**src/rtl/shape_raster.sv**
```systemverilog
// shape_raster: streams rectangle, Bresenham line and midpoint circle pixels.
// Optional macro SHAPE_RASTER_FILL_EN adds filled rectangles (shape=1, fill=1).
module shape_raster #(
   parameter int COORD_W = 8
) (
   input  logic               clk,
   input  logic               rst,
   input  logic               start,
   input  logic [1:0]         shape,
   input  logic               fill,
   input  logic [COORD_W-1:0] x0,
   input  logic [COORD_W-1:0] y0,
   input  logic [COORD_W-1:0] x1,
   input  logic [COORD_W-1:0] y1,
   input  logic [COORD_W-1:0] radius,
   input  logic               abort,
   output logic [COORD_W-1:0] px_x,
   output logic [COORD_W-1:0] px_y,
   output logic               px_valid,
   input  logic               px_ready,
   output logic               busy,
   output logic               done,
   output logic               aborted
);
   localparam int EW = COORD_W + 2;
   typedef logic [COORD_W-1:0] crd_t;
   typedef logic [EW-1:0]      err_t;
   typedef enum logic [2:0] {
      IDLE, SETUP, RECT, LINE, CIRC, FINISH
   } state_t;

   localparam crd_t ONE  = crd_t'(1);
   localparam crd_t MONE = '1;

`ifdef SHAPE_RASTER_FILL_EN
   localparam logic FILL_EN = 1'b1;
`else
   localparam logic FILL_EN = 1'b0;
`endif

   state_t     state_q;
   logic [1:0] shape_q;
   logic       fill_q;
   crd_t       ax_q, ay_q, bx_q, by_q, rad_q;
   crd_t       ox_q, oy_q;
   logic [2:0] ph_q;
   err_t       err_q, dx_q, dy_q;
   logic       sxn_q, syn_q;
   crd_t       px_x_q, px_y_q;
   logic       px_valid_q, busy_q, done_q, aborted_q;

   crd_t       nx_d, ny_d, ox_d, oy_d, ox1, oy1;
   logic [2:0] ph_d;
   err_t       err_d;
   logic       last_d;

   crd_t mnx, mxx, mny, mxy, adx, ady;
   logic signed [EW:0] e2;
   logic step_x, step_y;

   assign mnx = (ax_q < bx_q) ? ax_q : bx_q;
   assign mxx = (ax_q < bx_q) ? bx_q : ax_q;
   assign mny = (ay_q < by_q) ? ay_q : by_q;
   assign mxy = (ay_q < by_q) ? by_q : ay_q;
   assign adx = mxx - mnx;
   assign ady = mxy - mny;

   // Both Bresenham tests use the pre-update error term.
   assign e2     = $signed({err_q, 1'b0});
   assign step_x = e2 > -$signed({1'b0, dy_q});
   assign step_y = e2 < $signed({1'b0, dx_q});

   function automatic logic [2*COORD_W-1:0] circ_pt(
      input logic [2:0] k,
      input crd_t cx,
      input crd_t cy,
      input crd_t x,
      input crd_t y
   );
      crd_t px, py;
      px = cx;
      py = cy;
      case (k)
         3'd0: begin px = cx + x; py = cy + y; end
         3'd1: begin px = cx + y; py = cy + x; end
         3'd2: begin px = cx - y; py = cy + x; end
         3'd3: begin px = cx - x; py = cy + y; end
         3'd4: begin px = cx - x; py = cy - y; end
         3'd5: begin px = cx - y; py = cy - x; end
         3'd6: begin px = cx + y; py = cy - x; end
         default: begin px = cx + x; py = cy - y; end
      endcase
      return {px, py};
   endfunction

   always_comb begin
      nx_d   = px_x_q;
      ny_d   = px_y_q;
      ph_d   = ph_q;
      err_d  = err_q;
      ox_d   = ox_q;
      oy_d   = oy_q;
      last_d = 1'b0;
      ox1    = ox_q;
      oy1    = oy_q + ONE;
      unique case (state_q)
         RECT: begin
            case (ph_q)
               3'd0: if (px_x_q == mxx) begin
                  if (px_y_q == mxy) last_d = 1'b1;
                  else begin
                     ny_d = mny + ONE;
                     ph_d = 3'd1;
                  end
               end else nx_d = px_x_q + ONE;
               3'd1: if (px_y_q == mxy) begin
                  if (px_x_q == mnx) last_d = 1'b1;
                  else begin
                     nx_d = mxx - ONE;
                     ph_d = 3'd2;
                  end
               end else ny_d = px_y_q + ONE;
               3'd2: if (px_x_q == mnx) begin
                  if (mxy - ONE == mny) last_d = 1'b1;
                  else begin
                     ny_d = mxy - ONE;
                     ph_d = 3'd3;
                  end
               end else nx_d = px_x_q - ONE;
               3'd3: if (px_y_q == mny + ONE) last_d = 1'b1;
               else ny_d = px_y_q - ONE;
               default: if (px_x_q == mxx) begin
                  if (px_y_q == mxy) last_d = 1'b1;
                  else begin
                     nx_d = mnx;
                     ny_d = px_y_q + ONE;
                  end
               end else nx_d = px_x_q + ONE;
            endcase
         end
         LINE: begin
            if (px_x_q == bx_q && px_y_q == by_q) last_d = 1'b1;
            else begin
               if (step_x) begin
                  err_d = err_d - dy_q;
                  nx_d  = px_x_q + (sxn_q ? MONE : ONE);
               end
               if (step_y) begin
                  err_d = err_d + dx_q;
                  ny_d  = px_y_q + (syn_q ? MONE : ONE);
               end
            end
         end
         CIRC: begin
            if (ox_q == '0 && oy_q == '0) last_d = 1'b1;
            else if (ph_q != 3'd7) begin
               ph_d = ph_q + 3'd1;
               {nx_d, ny_d} = circ_pt(ph_d, ax_q, ay_q, ox_q, oy_q);
            end else begin
               if (err_q[EW-1]) begin
                  err_d = err_q + {1'b0, oy1, 1'b1};
               end else begin
                  ox1   = ox_q - ONE;
                  err_d = err_q + {1'b0, oy1, 1'b1} - {1'b0, ox1, 1'b0};
               end
               if (oy1 > ox1) last_d = 1'b1;
               else begin
                  ph_d = 3'd0;
                  ox_d = ox1;
                  oy_d = oy1;
                  {nx_d, ny_d} = circ_pt(3'd0, ax_q, ay_q, ox1, oy1);
               end
            end
         end
         default: ;
      endcase
   end

   always_ff @(posedge clk) begin
      if (rst) begin
         state_q    <= IDLE;
         px_x_q     <= '0;
         px_y_q     <= '0;
         px_valid_q <= 1'b0;
         busy_q     <= 1'b0;
         done_q     <= 1'b0;
         aborted_q  <= 1'b0;
      end else begin
         done_q    <= 1'b0;
         aborted_q <= 1'b0;
         if (busy_q && abort) begin
            state_q    <= IDLE;
            busy_q     <= 1'b0;
            px_valid_q <= 1'b0;
            aborted_q  <= 1'b1;
         end else begin
            unique case (state_q)
               IDLE: if (start && shape != 2'd0) begin
                  shape_q <= shape;
                  fill_q  <= fill & FILL_EN;
                  ax_q    <= x0;
                  ay_q    <= y0;
                  bx_q    <= x1;
                  by_q    <= y1;
                  rad_q   <= radius;
                  busy_q  <= 1'b1;
                  state_q <= SETUP;
               end
               SETUP: begin
                  px_valid_q <= 1'b1;
                  ph_q       <= 3'd0;
                  unique case (shape_q)
                     2'd1: begin
                        px_x_q  <= mnx;
                        px_y_q  <= mny;
                        ph_q    <= fill_q ? 3'd4 : 3'd0;
                        state_q <= RECT;
                     end
                     2'd3: begin
                        px_x_q  <= ax_q;
                        px_y_q  <= ay_q;
                        dx_q    <= {2'b00, adx};
                        dy_q    <= {2'b00, ady};
                        err_q   <= {2'b00, adx} - {2'b00, ady};
                        sxn_q   <= bx_q < ax_q;
                        syn_q   <= by_q < ay_q;
                        state_q <= LINE;
                     end
                     default: begin
                        ox_q    <= rad_q;
                        oy_q    <= '0;
                        err_q   <= err_t'(1) - {2'b00, rad_q};
                        px_x_q  <= ax_q + rad_q;
                        px_y_q  <= ay_q;
                        state_q <= CIRC;
                     end
                  endcase
               end
               RECT, LINE, CIRC: if (px_valid_q && px_ready) begin
                  if (last_d) begin
                     px_valid_q <= 1'b0;
                     busy_q     <= 1'b0;
                     done_q     <= 1'b1;
                     state_q    <= FINISH;
                  end else begin
                     px_x_q <= nx_d;
                     px_y_q <= ny_d;
                     ph_q   <= ph_d;
                     err_q  <= err_d;
                     ox_q   <= ox_d;
                     oy_q   <= oy_d;
                  end
               end
               default: state_q <= IDLE;
            endcase
         end
      end
   end

   assign px_x     = px_x_q;
   assign px_y     = px_y_q;
   assign px_valid = px_valid_q;
   assign busy     = busy_q;
   assign done     = done_q;
   assign aborted  = aborted_q;
endmodule
```
**config.mk**
```make
export PLATFORM = sky130hd
export DESIGN_NAME = shape_raster
export DESIGN_NICKNAME = d
export VERILOG_FILES = /design/src/rtl/shape_raster.sv
export SDC_FILE = /design/constraint.sdc
export NUM_CORES = 1
export LEC_CHECK = 0
export CORE_MARGIN = 4
export CORE_UTILIZATION = 40
export CTS_CLUSTER_DIAMETER = 50
export DETAILED_ROUTE_END_ITERATION = 10
export SYNTH_ARGS = -nofsm -noshare
export SYNTH_HDL_FRONTEND = slang
export SYNTH_SLANG_ARGS = --single-unit
```
**constraint.sdc**
```tcl
create_clock -name clk -period 7.8 [get_ports clk]
set_input_delay 0.78 -clock clk [delete_from_list [all_inputs] [get_ports clk]]
set_output_delay 0.78 -clock clk [all_outputs]
set_load 0.02 [all_outputs]
```
==> impl_metrics.toml, run 1 <==
[hold_path]
worst_hold_path_type = "register to register"

[final_layout]
layout.cells.most_common_list = "152 x sky130_fd_sc_hd__a21oi_1, 140 x sky130_fd_sc_hd__ha_1, 136 x sky130_fd_sc_hd__nand2_1, 135 x sky130_fd_sc_hd__nor2_1, 130 x sky130_fd_sc_hd__xnor2_1"
nNetsFinal = 1943
final_layout_size_suffix_gt1_share_pct = 4.517
area_of_the_multi_input_gates_sq_um = 9970
syn2layout_area_growth_pct = 9.507
register_area_sq_um = 3133
layout.filler_cells = 3390
final_cell_count_no_fill = 2197
most_common_cell_after_layout_fill_and_taps_aside = "sky130_fd_sc_hd__a21oi_1"
diodes = 0

[clock_network]
postCtsResizedCells = 0
postCtsSetupRepairBufs = 0
clock-root-buffer = "sky130_fd_sc_hd__clkbuf_16"
worst_setup_hold_path_clk_slew_ns = 0.08
clkLatencyLatePin_ns = 0.39
cts_inserted_buffers = 9
tritoncts_num_sinks = 112
cts-hold-fix-buffers = 0
htreeDepth = 3
ctsLongestPathBuffers = 2
cts_tree = "done"

[power_and_ir_drop]
worst_ir_drop_vdd_v = 0.0001129
total_power_density_per_cell_area_nw_per_um2 = 158.8
power.static_leakage_nw = 6.143

[routing]
postRouteAntennaNets = 0
dr.pass1.iters = 6
route.final.wire_length_mm = 47.15
route.vias.total = 13250
routedWlPerCell_um = 21.46
routed_via_density = 6.030
initialDrtViolationCount = 1385
remaining_drc_errors = 0

[global_routing]
via_count_of_the_first_global_routing_pass = 12580
globalRouteTotalUtil_pct = 24.35
antenna_violations_before_repair = 0
grt_pass1_wl_mm = 73.48
grt_start_max_net_pins = 36
grt.overflow.total = 0

[critical_path]
worstReg2RegStart = "ay_q[2]"
ff2ff_path_depth = 19
crit_path_start = "ay_q[2]"
cp_num_cells = 19
cpPeakStageDelay_ns = 0.78
reg2reg_to = "px_y[4]"
worst_path_most_repeated_cell = "sky130_fd_sc_hd__ha_1"
critPathArrivalTime_ns = 6.78
timing.critical_path.slowest_stage_cell = "sky130_fd_sc_hd__edfxtp_1"
setup.reg_to_reg.worst_slack_ns = 1.29
worstSetupStartpointType = "register"
crit_required_ns = 8.07
critical-path-top-delay-family = "simple AND/OR/NAND/NOR gates"
endpoint_kind = "register"
worstPathMaxFanout = 26
critPathCapture = "px_y[4]"
crit_path_cell_chain = "inv_1 > ha_1 > and2_1 > o21ai_0 > and4bb_1 > nor2_4 > nor2_1 > a21oi_1 > ha_1 > nor3b_1 > nand2_1 > nor3_1 > or3_1 > nand4_1 > nor4_2 > and4bb_2 > o211ai_4 > or2_1 > mux2_1"
critical_path_buf_inv_count = 1
critPathKind = "register to register"

[logic_synthesis]
total_nets_after_synthesis = 1937
async_reset_ff_share_pct = 0
synth.top_cells.by_area = "sky130_fd_sc_hd__edfxtp_1 19%, sky130_fd_sc_hd__ha_1 13%, sky130_fd_sc_hd__xnor2_1 8.2%, sky130_fd_sc_hd__a21oi_1 5.5%, sky130_fd_sc_hd__o21ai_0 4.2%"
library_cell_with_the_largest_summed_area_after_synthesis = "sky130_fd_sc_hd__edfxtp_1"
synth_edf_count = 89
postSynthAreaPerCell_sq_um = 7.996
synth_seq_area_share_pct = 22.54
synth_area_sq_um = 13900
postSynthRegisterBits = 112
synth_warnings = 0
synthFlopType = "sky130_fd_sc_hd__edfxtp_1"
unique_cell_type_count_in_the_yosys_netlist = 90
postSynthCellCount = 1738
yosysTopAreaCellShare_pct = 19.23

[sta]
fin_tns_setup_ns = 0
period_share_pct = 83.41
timing.max_slew.rel_slack_pct = 33.24
final_period_minus_worst_setup_slack_ns = 6.506
finalSetupViolations = 0
hold_viol = 0
timing.final.max_slew_violations = 0
worst_pin_slew_ns = 1.000
grt_setup_unrepaired = "false"
worst_clock_skew_ns = 0.01107
fmaxAchievable_mhz = 153.7

[outcome]
run_status = "completed"

[die]
start_util_pct = 41.03
die_area_sq_um = 37790
die-width_um = 194.4
io_pins = 68
die_ht_um = 194.4
rows = 67
floorplan.core_area_sq_um = 33870

[place]
port-buffer-count = 66
numPlacedInstances = 2181
place.detailed.hpwl_mm = 36.37
routabilityCongestion = 0.9637

[job]
drv.max_cap_violation_count = 0
worst register-to-register path, delay by kind of cell (launching register included):
kind            cells  cell delay, ns
fa+ha+maj           2            0.73
compound gates      3            0.63
mux                 1            0.35
buf+inv             1            0.31
flops               1            0.78
simple gates       12            3.60
power by group:
group / internal, mW / switching [mW] / total (mW)
registers: 0.697 / 0.105 / 0.803
clock network: 0.227 / 0.262 / 0.488
logic: 0.466 / 0.660 / 1.13
total: 1.39 / 1.03 / 2.42
area by class of cell:
cell class | instances | share of cell area [%]
clock buffers | 9 | 1.480
well taps | 448 | 3.683
multi-input cells | 1417 | 65.51
repair buffers | 88 | 5.426
inverters | 116 | 2.861
flip-flops and latches | 112 | 20.59
clock inverters | 7 | 0.4522
sequential cells by signal, summed over array words and instances, names as in the netlist, 2 cells and up:
name     flops
by_q         8
bx_q         8
rad_q        8
ph_q         3
ay_q         8
oy_q         8
ax_q         8
px_x         8
px_y         8
ox_q         8
shape_q      2
dx_q         8
state_q      3
dy_q         8
err_q       10
routing by layer:
layer  global-route usage (%)  up-vias  routed length (um)
li1                         -     6336                   -
met1                    34.89     6313               21530
met2                    37.78      513               20660
met3                    4.051       86                3568
met4                    7.292        0                1391
met5                        0        -                   0
per-stage QoR:
step                      power [mW]  hold slack [ns]  area (sq um)  util [%]  worst slack, ns
final                          2.417           0.5517         15220     44.94            1.294
after global routing           2.574           0.5714         15220     44.94           0.8682
after CTS                      2.414           0.5503         15220     44.94            1.414
after detailed placement       1.917           0.5389         14920     44.07            1.443
after global placement         1.901           0.5311         14920     44.07            1.541
after floorplan                1.588           0.5442         13900         -            1.785
cell usage after synthesis (all sizes together), types with 8 or more instances:
cell / n
o221ai: 15
clkbuf: 66
o21a: 9
nor3: 48
a31oi: 16
nand3: 42
dfxtp: 23
o31ai: 10
o21bai: 16
edfxtp: 89
o21ai: 125
and3: 9
a22oi: 11
fa: 11
nor2: 139
o211ai: 16
ha: 140
nor4: 19
xor2: 55
o22ai: 19
nor2b: 27
a21o: 47
a21oi: 152
and2: 8
mux2i: 29
buf: 27
nand4: 16
nand2: 139
xnor2: 130
a21boi: 10
a211oi: 25
or3: 9
inv: 114
nand2b: 24
worst min path at each step:
| stage | startpoint | endpoint | slack (ns) | cells past startpoint |
|---|---|---|---|---|
| after detailed placement | px_valid | px_valid | 0.54 | 2 |
| final | px_valid | px_valid | 0.55 | 2 |
| after CTS | px_valid | px_valid | 0.55 | 2 |
| after floorplan | px_valid | px_valid | 0.54 | 2 |
| after global routing | px_valid | px_valid | 0.57 | 2 |
| after global placement | px_valid | px_valid | 0.53 | 2 |
cell families after synthesis:
kind of cell,count (synthesis),share of synthesized area [%]
adders and majority gates,151,14.19
buffers and inverters,209,5.978
DFF,112,22.54
muxes,36,2.656
and+or+nand+nor,511,18.10
xor gates and xnor gates,185,11.66
AOI/OAI and AO/OA,534,24.88
Note: power is estimated with default switching activity, not from simulation.
==> inputs of run 2 (changes only) <==
==> constraint.sdc (replaced) <==
create_clock -name clk -period 6.2 [get_ports clk]
set_input_delay 0.62 -clock clk [delete_from_list [all_inputs] [get_ports clk]]
set_output_delay 0.62 -clock clk [all_outputs]
set_load 0.02 [all_outputs]
==> impl_metrics.toml, run 2 (synthesis gave the netlist of run 1 again) <==
[critical_path]
crit_path_cell_chain = "inv_1 > ha_1 > and2_1 > o21ai_0 > and4bb_1 > nor3_1 > a21oi_1 > inv_1 > ha_1 > and4_1 > and3_1 > or3_1 > a211oi_1 > a211oi_1 > nor4_2 > nand4_1 > a31oi_1 > a21boi_1 > nor4b_1 > buf_4"
critical_path_buf_inv_count = 3
cpPeakStageDelay_ns = 0.52
critPathKind = "register to register"
ff2ff_path_depth = 20
worstSetupStartpointType = "register"
timing.critical_path.slowest_stage_cell = "sky130_fd_sc_hd__a31oi_1"
reg2reg_to = "ph_q[2]"
endpoint_kind = "register"
setup.reg_to_reg.worst_slack_ns = 0.56
crit_required_ns = 6.35
worstReg2RegStart = "ay_q[3]"
critPathArrivalTime_ns = 5.80
worstPathMaxFanout = 7
critical-path-top-delay-family = "simple AND/OR/NAND/NOR gates"

[hold_path]
worst_hold_path_type = "register to register"
holdCritStartpoint = "px_valid"
timing.hold.worst_path_depth = 2
timing.hold.worst_endpoint = "px_valid"

[global_routing]
antenna_violations_before_repair = 0
globalRouteTotalUtil_pct = 24.78
grt_start_max_net_pins = 36
grt.overflow.total = 0
grt_pass1_wl_mm = 74.24
via_count_of_the_first_global_routing_pass = 12930

[clock_network]
clkLatencyLatePin_ns = 0.38
worst_setup_hold_path_clk_slew_ns = 0.09
cts-hold-fix-buffers = 0
ctsLongestPathBuffers = 2
htreeDepth = 3
postCtsSetupRepairBufs = 0
cts_tree = "done"
postCtsResizedCells = 0
clock-root-buffer = "sky130_fd_sc_hd__clkbuf_16"
cts_inserted_buffers = 9
tritoncts_num_sinks = 112

[power_and_ir_drop]
p_comb_share_pct = 47.8
sw_frac_of_total_pct = 41.72
p_switching_mw = 1.301
total_power_density_per_cell_area_nw_per_um2 = 200.7
totalPowerFinal_mw = 3.118
internal_power_mw = 1.817
power.static_leakage_nw = 6.351
power_frac_clock_pct = 20.6
seq_power_share_pct = 31.7
worst_ir_drop_vdd_v = 0.0001901

[die]
start_util_pct = 41.03
floorplan.core_area_sq_um = 33870
die_area_sq_um = 37790
die_ht_um = 194.4
die-width_um = 194.4
io_pins = 68
rows = 67

[sta]
finalSetupViolations = 0
timing.final.max_slew_violations = 0
fmaxAchievable_mhz = 177.2
fin_tns_setup_ns = 0
worst_clock_skew_ns = 0.007701
period_share_pct = 91.02
timing.max_slew.rel_slack_pct = 35.17
grt_setup_unrepaired = "false"
worst_pin_slew_ns = 0.9701
final_period_minus_worst_setup_slack_ns = 5.643
hold_viol = 0

[final_layout]
largest-register = "err_q"
flip_flop_count_of_the_largest_register_all_copies_and_words_added = 10
layout.cell_area.non_filler_sq_um = 15530
most_common_cell_after_layout_fill_and_taps_aside = "sky130_fd_sc_hd__a21oi_1"
layout.filler_cells = 3404
nNetsFinal = 1985
diodes = 0
final_layout_size_suffix_gt1_share_pct = 6.644
syn2layout_area_growth_pct = 11.78
layout.cells.most_common_list = "152 x sky130_fd_sc_hd__a21oi_1, 140 x sky130_fd_sc_hd__ha_1, 136 x sky130_fd_sc_hd__nand2_1, 135 x sky130_fd_sc_hd__nor2_1, 130 x sky130_fd_sc_hd__xnor2_1"

[outcome]
run_status = "completed"

[routing]
initialDrtViolationCount = 1495
routedWlPerCell_um = 21.70
routed_via_density = 6.043
postRouteAntennaNets = 0
remaining_drc_errors = 0
dr.pass1.iters = 7
route.vias.total = 13530
route.final.wire_length_mm = 48.58

[place]
port-buffer-count = 66
routabilityCongestion = 0.9751
place.detailed.hpwl_mm = 37.52
instance_area_after_placement_sq_um = 15230

[job]
drv.max_cap_violation_count = 0
[run 2: cell types whose count changed in the layout (fill, tap and decap cells not counted), sizes merged]
cell,previous run,this run
clkinv,4,3
bufinv,0,1
clkbuf,9,10
inv,118,117
buf,22,64
[run 2: how the worst max path moves through the flow]
stage | start | endpoint | slack, ns | cells past startpoint
2_1_floorplan | ay_q[6] | err_q[0] | 0.18 | 20
5_1_grt | dy_q[2] | err_q[8] | 0.12 | 24
4_1_cts | dy_q[2] | err_q[8] | 0.54 | 24
3_5_place_dp | dy_q[2] | err_q[8] | 0.60 | 24
3_3_place_gp | dy_q[2] | err_q[8] | 0.76 | 24
6_report | ay_q[3] | ph_q[2] | 0.56 | 20
[run 2: area by class of cell]
| type | count | area (sq um) | area share, % |
|---|---|---|---|
| multi-input combinational | 1417 | 9960 | 64.12 |
| sequential | 112 | 3133 | 20.17 |
| timing repair buffer | 130 | 1141 | 7.346 |
| tap | 448 | 560.5 | 3.609 |
| inverter | 116 | 435.4 | 2.803 |
| clock buffer | 10 | 229.0 | 1.474 |
| clock inverter | 6 | 75.07 | 0.4833 |
[run 2: per-layer routing]
layer,track usage (%),wire length (um),vias to the layer above
met5,0,0,-
met4,6.432,1113,0
met3,4.449,3771,77
met2,39.98,21790,606
met1,34.43,21900,6428
li1,-,-,6420
[run 2: worst min-delay path, stage by stage (launching register included)]
cell and delay [ns]:
sky130_fd_sc_hd__dfxtp_1 0.38, sky130_fd_sc_hd__nand2_1 0.08, sky130_fd_sc_hd__a21oi_1 0.06
[run 2: power groups by stage]
| stage | registers (mW) | clock network [mW] | logic, mW |
|---|---|---|---|
| after floorplan | 0.951 | 0 | 1.05 |
| after global placement | 1.00 | 0 | 1.43 |
| after detailed placement | 1.00 | 0 | 1.45 |
| after CTS | 0.985 | 0.655 | 1.46 |
| after global routing | 0.995 | 0.680 | 1.63 |
| final | 0.988 | 0.641 | 1.49 |
[run 2: per-stage QoR]
stage / instances / setup slack, ns / hold slack (ns) / utilization (%)
finish: 2239 / 0.5566 / 0.5580 / 45.87
global route: 2239 / 0.1198 / 0.5792 / 45.87
CTS: 2239 / 0.5445 / 0.5539 / 45.87
detailed placement: 2223 / 0.6035 / 0.5416 / 44.97
global placement: 2223 / 0.7551 / 0.5377 / 44.97
floorplan: 1738 / 0.1846 / 0.5442 / -
==> inputs of run 3 (changes only) <==
--- a/config.mk
+++ b/config.mk
@@ -7,8 +7,10 @@
 export LEC_CHECK = 0
 export CORE_MARGIN = 4
 export CORE_UTILIZATION = 40
+export CTS_BUF_LIST = sky130_fd_sc_hd__clkbuf_4
 export CTS_CLUSTER_DIAMETER = 50
 export DETAILED_ROUTE_END_ITERATION = 10
+export RECOVER_POWER = 100
 export SYNTH_ARGS = -nofsm -noshare
 export SYNTH_HDL_FRONTEND = slang
 export SYNTH_SLANG_ARGS = --single-unit
==> constraint.sdc (replaced) <==
create_clock -name clk -period 6.2 [get_ports clk]
set_input_delay 0.62 -clock clk [delete_from_list [all_inputs] [get_ports clk]]
set_output_delay 0.62 -clock clk [all_outputs]
set_load 0.05 [all_outputs]
==> impl_metrics.toml, run 3 (synthesis gave the netlist of run 1 again) <==
[die]
rows = 67
die_ht_um = 194.4
die-width_um = 194.4
floorplan.core_area_sq_um = 33870
io_pins = 68
die_area_sq_um = 37790
start_util_pct = 41.03

[critical_path]
endpoint_kind = "register"
critPathKind = "register to register"
worstSetupStartpointType = "register"
critPathArrivalTime_ns = 6.17
setup.reg_to_reg.worst_slack_ns = 0.46
crit_required_ns = 6.63
worstPathMaxFanout = 11

[routing]
routedWlPerCell_um = 21.58
route.vias.total = 13580
dr.pass1.iters = 8
remaining_drc_errors = 0
initialDrtViolationCount = 1490
route.final.wire_length_mm = 48.39
postRouteAntennaNets = 0
routed_via_density = 6.058

[final_layout]
utilization_pct = 45.18
layout.cells.most_common_list = "152 x sky130_fd_sc_hd__a21oi_1, 140 x sky130_fd_sc_hd__ha_1, 138 x sky130_fd_sc_hd__nor2_1, 136 x sky130_fd_sc_hd__nand2_1, 130 x sky130_fd_sc_hd__xnor2_1"
final_cell_count_no_fill = 2242
layout.filler_cells = 3431
flip_flop_count_of_the_largest_register_all_copies_and_words_added = 10
nNetsFinal = 1985
most_common_cell_after_layout_fill_and_taps_aside = "sky130_fd_sc_hd__a21oi_1"
final_layout_size_suffix_gt1_share_pct = 5.583
syn2layout_area_growth_pct = 10.09
largest-register = "err_q"

[sta]
finalSetupViolations = 0
fmaxAchievable_mhz = 174.3
hold_viol = 0
worst_pin_slew_ns = 1.955
grt_setup_unrepaired = "false"
fin_tns_setup_ns = 0
timing.max_slew.rel_slack_pct = -30.35
timing.final.max_slew_violations = 81
period_share_pct = 92.53
final_period_minus_worst_setup_slack_ns = 5.737
worst_clock_skew_ns = 0.03004

[place]
port-buffer-count = 66
routabilityCongestion = 0.9751
numPlacedInstances = 2223
place.detailed.hpwl_mm = 37.52

[clock_network]
postCtsSetupRepairBufs = 0
cts-hold-fix-buffers = 0
ctsLongestPathBuffers = 2
clkLatencyLatePin_ns = 0.58
postCtsResizedCells = 0
htreeDepth = 3
clock-root-buffer = "sky130_fd_sc_hd__clkbuf_4"
worst_setup_hold_path_clk_slew_ns = 0.21
cts_inserted_buffers = 9
cts_tree = "done"
tritoncts_num_sinks = 112

[global_routing]
antenna_violations_before_repair = 2
globalRouteTotalUtil_pct = 24.76
grt.overflow.total = 0
grt_start_max_net_pins = 36
via_count_of_the_first_global_routing_pass = 12930
grt_pass1_wl_mm = 74.16

[power_and_ir_drop]
total_power_density_per_cell_area_nw_per_um2 = 190.3
worst_ir_drop_vdd_v = 0.0001478
power.static_leakage_nw = 6.307

[job]
drv.max_cap_violation_count = 3

[outcome]
run_status = "finished with violations"
violations_in_the_final_reports = "max-capacitance violations, max-slew violations"

[hold_path]
worst_hold_path_type = "register to register"
## run 3: cell count changes in the layout (fill, tap and decap cells not counted), sizes merged
cell           previous run  this run
clkdlybuf4s50            66         3
dlygate4sd3               0        63
buf                      64        51
clkbuf                   10        23
diode                     0         3
## run 3: area by class of cell
cell class	instances	area [sq um]	share of cell area (%)
sequential	112	3133	20.48
inverter	116	435.4	2.846
timing repair buffer	130	1094	7.148
clock buffer	10	75.07	0.4907
antenna	3	7.507	0.04907
tap	448	560.5	3.664
multi-input combinational	1417	9920	64.83
clock inverter	6	75.07	0.4907
## run 3: routing by layer
layer | vias up | routed length (um) | track usage (%)
met5 | - | 0 | 0
met4 | 0 | 1315 | 6.953
met3 | 88 | 4173 | 4.501
met2 | 614 | 21520 | 39.69
met1 | 6456 | 21380 | 34.36
li1 | 6424 | - | -
## run 3: critical path: stages (launching register included)
cell                        delay [ns]
sky130_fd_sc_hd__edfxtp_1         0.62
sky130_fd_sc_hd__inv_1            0.16
sky130_fd_sc_hd__ha_1             0.41
sky130_fd_sc_hd__a21oi_1          0.09
sky130_fd_sc_hd__o21ai_0          0.39
sky130_fd_sc_hd__nor2b_1          0.64
sky130_fd_sc_hd__o21ai_0          0.24
sky130_fd_sc_hd__a2bb2oi_1        0.19
sky130_fd_sc_hd__ha_1             0.18
sky130_fd_sc_hd__inv_1            0.05
sky130_fd_sc_hd__o221ai_1         0.15
sky130_fd_sc_hd__a21oi_1          0.20
sky130_fd_sc_hd__o21ai_0          0.15
sky130_fd_sc_hd__xnor2_1          0.39
sky130_fd_sc_hd__ha_1             0.34
sky130_fd_sc_hd__a21o_1           0.18
sky130_fd_sc_hd__a21o_1           0.20
sky130_fd_sc_hd__a21o_1           0.19
sky130_fd_sc_hd__a211o_1          0.30
sky130_fd_sc_hd__a21oi_1          0.34
sky130_fd_sc_hd__a21oi_1          0.08
sky130_fd_sc_hd__o21ai_0          0.12
## run 3: worst paths after layout
kind,from,end,cells past startpoint
max,ax_q[5],err_q[9],21
min,px_valid,px_valid,2
max reg2reg,ax_q[5],err_q[9],21
min reg2reg,px_valid,px_valid,2
## run 3: per-stage QoR
step	hold WS (ns)	area (sq um)	worst slack (ns)	power, mW
6_report	0.5802	15300	0.4631	2.912
5_1_grt	0.5887	15300	0.07770	3.100
4_1_cts	0.5280	15380	0.5343	2.925
3_5_place_dp	0.5416	15230	0.6035	2.489
3_3_place_gp	0.5377	15230	0.7551	2.465
2_1_floorplan	0.5495	13900	0.1846	2.030
## run 3: power by group
group | internal [mW] | switching [mW] | total [mW]
Combinational | 0.599 | 0.897 | 1.50
Sequential | 0.878 | 0.110 | 0.989
Clock | 0.134 | 0.294 | 0.427
Total | 1.61 | 1.30 | 2.91
